[src/rtl/serial_adder.sv]
// Bit-serial adder: one fulladder cell, LSB-first, WIDTH+1 cycles per add.
// Sum, carry-out and signed overflow are registered and held until the next done.
module fulladder (
   input  logic A,
   input  logic B,
   input  logic cin,
   output logic S,
   output logic cout
);
   assign S    = A ^ B ^ cin;
   assign cout = (A & B) | (cin & (A ^ B));
endmodule

module serial_adder #(
   parameter int WIDTH = 8
) (
   input  logic             clk,
   input  logic             rst_n,
   input  logic             start,
   input  logic [WIDTH-1:0] a,
   input  logic [WIDTH-1:0] b,
   input  logic             cin,
   output logic             busy,
   output logic             done,
   output logic [WIDTH-1:0] sum,
   output logic             cout,
   output logic             overflow
);
   localparam int CW = $clog2(WIDTH);
   localparam logic [CW-1:0] LAST   = CW'(WIDTH - 1);
   localparam logic [CW-1:0] PENULT = CW'(WIDTH - 2);

   typedef enum logic [1:0] {
      IDLE,
      SHIFT,
      DONE
   } state_t;

   state_t state, state_nx;

   logic [WIDTH-1:0] sa, sb;
   logic [WIDTH-1:1] ss;
   logic [WIDTH-1:0] nxt;
   logic [CW-1:0]    cnt;
   logic             c, c_msb_in;
   logic             fa_s, fa_co;

   fulladder u_fa (
      .A    (sa[0]),
      .B    (sb[0]),
      .cin  (c),
      .S    (fa_s),
      .cout (fa_co)
   );

   // ss only needs WIDTH-1 bits: the final bit comes straight from the cell
   assign nxt = {fa_s, ss};

   always_ff @(posedge clk or negedge rst_n) begin
      if (!rst_n) state <= IDLE;
      else        state <= state_nx;
   end

   always_comb begin
      state_nx = state;
      unique case (state)
         IDLE:    if (start) state_nx = SHIFT;
         SHIFT:   if (cnt == LAST) state_nx = DONE;
         DONE:    state_nx = IDLE;
         default: state_nx = IDLE;
      endcase
   end

   assign busy = (state != IDLE);
   assign done = (state == DONE);

   always_ff @(posedge clk or negedge rst_n) begin
      if (!rst_n) begin
         sa       <= '0;
         sb       <= '0;
         ss       <= '0;
         cnt      <= '0;
         c        <= 1'b0;
         c_msb_in <= 1'b0;
         sum      <= '0;
         cout     <= 1'b0;
         overflow <= 1'b0;
      end else if (state == IDLE && start) begin
         sa  <= a;
         sb  <= b;
         c   <= cin;
         cnt <= '0;
      end else if (state == SHIFT) begin
         c  <= fa_co;
         ss <= nxt[WIDTH-1:1];
         sa <= sa >> 1;
         sb <= sb >> 1;
         if (cnt != LAST) cnt <= cnt + CW'(1);
         if (cnt == PENULT) c_msb_in <= fa_co;
         if (cnt == LAST) begin
            sum      <= nxt;
            cout     <= fa_co;
            overflow <= c_msb_in ^ fa_co;
         end
      end
   end
endmodule

[config.mk]
export PLATFORM = sky130hd
export DESIGN_NAME = serial_adder
export DESIGN_NICKNAME = d
export VERILOG_FILES = /design/src/rtl/serial_adder.sv
export SDC_FILE = /design/constraint.sdc
export NUM_CORES = 1
export LEC_CHECK = 0
export ABC_AREA = 1
export CORE_MARGIN = 10
export CORE_UTILIZATION = 55
export DETAILED_ROUTE_END_ITERATION = 6
export DONT_BUFFER_PORTS = 1
export HOLD_SLACK_MARGIN = 0.08
export PLACE_DENSITY = 0.81
export SYNTH_ARGS = -nofsm -noshare
export SYNTH_HDL_FRONTEND = slang
export SYNTH_SLANG_ARGS = --single-unit
[constraint.sdc]
create_clock -name clk -period 1.99 [get_ports clk]
set_clock_uncertainty 0.05 [all_clocks]
set_input_delay 0.0995 -clock clk [delete_from_list [all_inputs] [get_ports clk]]
set_output_delay 0.0995 -clock clk [all_outputs]
set_load 0.05 [all_outputs]
* Yosys cells after proc, flatten, opt, wreduce, memory -nomap -nowiden *
Index checks and enable logic that the tools add are counted.

storage, ports and cells
  flip-flop bits (word level) = 40
  input bits = 20
  output and inout port bits = 12
  word-level logic and storage cells = 47

operators by class
  $add $sub $neg = 1
  equal/unequal tests = 7
  mux-type cells = 12
  bitwise logic cells = 7
  reductions and logical operators = 10

operator list
  kind                                                 count
  2-to-1 mux 8 bit                                     4
  2-to-1 mux 3 bit                                     3
  equality test 3 bit, second input constant           2
  AND reduction 2 bit                                  3
  AND reduction 3 bit                                  2
  nonzero test 2 bit                                   3
  2-to-1 mux 2 bit                                     2
  one-hot mux 2 bit (2 select lines)                   1
  adder 3 x 1 -> 3 bit, second input constant          1
  != test 3 bit, second input constant                 1
  bitwise XOR 1 bit                                    3
  AND 1 bit                                            2
  equality test 2 x 1 -> 1 bit, second input constant  1
  equality test 2 bit, second input constant           1
  logical NOT 2 bit                                    1
  2-to-1 mux 1 bit                                     2
  != test 2 x 1 -> 1 bit, second input constant        1
  != test 2 bit, second input constant                 1
  logical AND 1 bit                                    1
  inverter 1 bit                                       1
  OR 1 bit                                             1

* Logic depth before layout (Yosys ltp) *
  depth after elaboration = 5
  depth in mapped cells = 7
  gate-level depth less buffers = 7

* Modules after synthesis *
Synthesis repeated with hierarchy kept, for this count alone.

unflattened totals
  cell total of the unflattened synthesis = 235
  area total of the unflattened synthesis = 1929.4 µm²

modules (own cells, without submodules)
  module        instances  cells an instance  area each (µm²)
  serial_adder  1          234                1909.3
  fulladder     1          1                  20.0

* Worst setup path after synthesis *
Ideal clock, no wire load.

  path type = register to output
  start point = register state[0]
  end point = output port done
  data arrival time = 1326 ps
  setup slack = 515 ps
  stages on the path, launching flop included = 4
  path buffers = 2
  path through = dfrtp_1 > buf_6 > buf_2 > nor2_1

between the ends
  word-level cells in the longest chain between the ends = 1

RTL lines
  element                 line  RTL
  start, declared         39    state_t state, state_nx;
  start signal, assigned  61    else state <= state_nx;
  equality test 2 bit     75    assign done = (state == DONE);
  end, declared           24    output logic done,

No other way between the ends.

* Worst setup path after layout *
  start point = register state[0]
  end point = register sa[5]

between the ends
  word-level cells in the longest chain between the ends = 3
  elaborated cells on any way between the ends = 5
  those cells by class = eq/ne (1); mux (1); reduce/logical (3)

RTL lines
  element                                                        line  RTL
  logical NOT 2 bit                                              88    end else if (state == IDLE && start) begin
  logical AND 1 bit                                              88
  2-to-1 mux 8 bit / nonzero test 2 bit (equally long branches)  --
  end signal, assigned                                           96    sa <= sa >> 1;
  end, declared                                                  41    logic [WIDTH-1:0] sa, sb;

Parallel ways exist; a longest one is shown, timed or not.
A chain may end at the register's enable or synchronous reset.

==> results.sh <==
export IMPL_internal_power_mw=1.89
export IMPL_setup_tns_ps=0
export IMPL_grt_start_max_net_pins=41
export IMPL_rr_worst_depth=5
export IMPL_numCtsBuffers=5
export IMPL_drc=0
export IMPL_synth_ff_type="dfrtp_1"
export IMPL_die_height_microns=78.8
export IMPL_via_per_inst=5.26
export IMPL_synthTopCellsByArea="dfrtp_1 53%, nand2_1 21%, nand3_1 9.5%"
export IMPL_hpwl_microns=2590
export IMPL_crit_required_ps=2200
export IMPL_max_freq_mhz=541
export IMPL_finalHoldViolations=0
export IMPL_endpoint_kind="flop"
export IMPL_yosysMostFrequentCell="nand2_1"
export IMPL_reg2reg_to="sa[5]$_DFFE_PN0P_"
export IMPL_dpl_cell_count=275
export IMPL_ys_async_sr_fraction_pct=100
export IMPL_setup_slack_ps=143
export IMPL_outcome="finished, final reports clean"
export IMPL_grt_antenna_before_repair=0
export IMPL_relSlewSlack_pct=55.2
export IMPL_grt_pass1_wl_microns=7100
export IMPL_synth_nets=259
export IMPL_power_frac_seq_pct=50.3
export IMPL_drtIter0Drc=98
export IMPL_rows=21
export IMPL_crit_family="simple AND/OR/NAND/NOR gates"
export IMPL_clock_sinks=40
export IMPL_synth_cell_type_count=19
export IMPL_critPathKind="reg -> reg"
export IMPL_areaGrowthSynthToFinish_pct=17.7
export IMPL_fin_area_sq_um=2240
export IMPL_wl_per_cell_microns=13.7
export IMPL_combPwrFrac_pct=34.4
export IMPL_cp_common_cell="nand2_1"
export IMPL_ctsResizeCount=0
export IMPL_synth_top_cell_area_share_pct=52.6
export IMPL_leakagePower_nw=1.21
export IMPL_setup_viol=0
export IMPL_arrival_ps=2060
export IMPL_cts_buffer_depth=2
export IMPL_synth_seq_area_share_pct=52.6
export IMPL_whs_ps=126
export IMPL_syn_area_sq_um=1900
export IMPL_clkTransAtPathRegs_ps=130
export IMPL_finalCritPeriodShare_pct=92.8
export IMPL_slowest_stage="dlygate4sd3_1"
export IMPL_peakVddDrop_mv=0.688
export IMPL_synthTopCellsByCount="106 x nand2_1, 40 x dfrtp_1, 36 x nand3_1"
export IMPL_crit_fanout=19
export IMPL_synth_area_leader_cell="dfrtp_1"
export IMPL_max_cap_violations=0
export IMPL_place_congestion=0.788
export IMPL_power_density_nw_per_um2=1570
export IMPL_rr_startpoint="state[0]$_DFFE_PN0P_"
export IMPL_maxSlewViolCount=0
export IMPL_diodes=0
export IMPL_instances_no_fill=306
export IMPL_core_sq_um=3340
export IMPL_hold_class="in -> async"
export IMPL_synth_edf_count=0
export IMPL_final_nets=283
export IMPL_grt_overflow_total=0
export IMPL_startpoint_type="flop"
export IMPL_synth_seq_cells=40
export IMPL_yosys_warnings=0
export IMPL_cpPeakStageDelay_ps=590
export IMPL_grt_pass1_vias=1588
export IMPL_cts_tree="built"
export IMPL_sw_frac_of_total_pct=46.2
export IMPL_initial_core_util_pct=57.1
export IMPL_drtPass1Iterations=7
export IMPL_path_cells="nor2_4, nand3_1, dlygate4sd3_1, nand2_1, nand2_1"
export IMPL_die_w_microns=78.8
export IMPL_worst_pin_slew_ps=669
export IMPL_io_buffers=0
export IMPL_ant_nets=0
export IMPL_io_pins=32
export IMPL_routed_wl_microns=4200
export IMPL_root_buffer="clkbuf_4"
export IMPL_vias=1610
export IMPL_clkPwrFrac_pct=15.3
export IMPL_clk_latency_ps=360
export IMPL_grt_setup_unrepaired="no"
export IMPL_power_switching_mw=1.62
export IMPL_dieArea_sq_um=6220
export IMPL_crit_buf_inv=1
export IMPL_pre_cts_ws_ps=589
export IMPL_grtUsageTotal_pct=14.1
export IMPL_finalCriticalPeriod_ps=1850
export IMPL_synthCells=235
export IMPL_syn_avg_cell_area_sq_um=8.10
export IMPL_r2r_slack_ps=140
export IMPL_postPlaceCellArea_sq_um=1920
export IMPL_cts_max_level=2
export IMPL_drive_above_1_share_pct=7.69
[cell families (layout without fill, tap and decap cells)]
logic type | count (synthesis) | count (layout) | synth area share [%]
simple gates | 150 | 150 | 33.2
flops | 40 | 40 | 52.6
buf+inv | 32 | 57 | 8.02
compound gates | 8 | 8 | 2.69
fa+ha+maj | 4 | 4 | 3.02
xor+xnor | 1 | 1 | 0.460
[flip-flops by register name, summed over array words and instances, names as in the netlist]
register / cells
sb: 8
c_msb_in: 1
c: 1
sum: 8
cnt: 3
state: 2
sa: 8
cout: 1
ss: 7
overflow: 1
[repair_timing]
action	4_1_cts	5_1_grt
hold buffers	23	0
setup buffers	0	0
hold endpoints to repair	61	0
[worst max path at each step]
stage,from,slack [ps],end,cells after the start
floorplan,state[0]$_DFFE_PN0P_,510,done,3
global placement,state[1]$_DFFE_PN0P_,620,cnt[1]$_DFFE_PN0P_,4
detailed placement,state[0]$_DFFE_PN0P_,590,sb[2]$_DFFE_PN0P_,4
CTS,state[0]$_DFFE_PN0P_,190,sa[5]$_DFFE_PN0P_,5
global route,state[1]$_DFFE_PN0P_,20,sa[5]$_DFFE_PN0P_,5
finish,state[0]$_DFFE_PN0P_,140,sa[5]$_DFFE_PN0P_,5
[per-layer routing]
layer  part of all wire (%)  GRT usage (%)  wire length, microns  vias up
met1                     41           14.9                  1740      779
met2                     51           24.9                  2140       43
met3                    5.6           5.07                   234       10
li1                       -              -                     -      778
met4                    2.1           5.91                    89        0
met5                      0              0                     0        -
[layout by cell type, fill, tap and decap left out, types with 2 or more instances in the layout]
master	instances
ha_1	3
inv_2	2
nand4_1	2
clkbuf_4	5
dlygate4sd3_1	22
dfrtp_1	40
nand3_1	36
inv_1	20
buf_4	4
o21ai_0	7
nor2_1	2
nand2_1	106
[stage by stage]
stage / utilization, % / total power, mW
global placement: 57.6 / 2.86
detailed placement: 57.6 / 2.93
floorplan: - / 2.70
finish: 67.2 / 3.51
CTS: 67.2 / 3.53
global route: 67.2 / 3.81
[area by class of cell]
class | count | area, sq um
clock buffers | 5 | 37.5
clock inverters | 3 | 42.5
fillers | 278 | 1090
inverters | 22 | 82.6
multi-input cells | 163 | 751
flip-flops and latches | 40 | 1000
well taps | 46 | 57.6
repair buffers | 27 | 270
[power groups by stage]
stage	Clock, mW	Sequential, mW	Combinational, mW
global route	0.575	1.82	1.41
finish	0.537	1.77	1.21
CTS	0.547	1.77	1.21
detailed placement	0	1.78	1.14
floorplan	0	1.70	0.993
global placement	0	1.76	1.10
(Power assumes the default switching activity.)
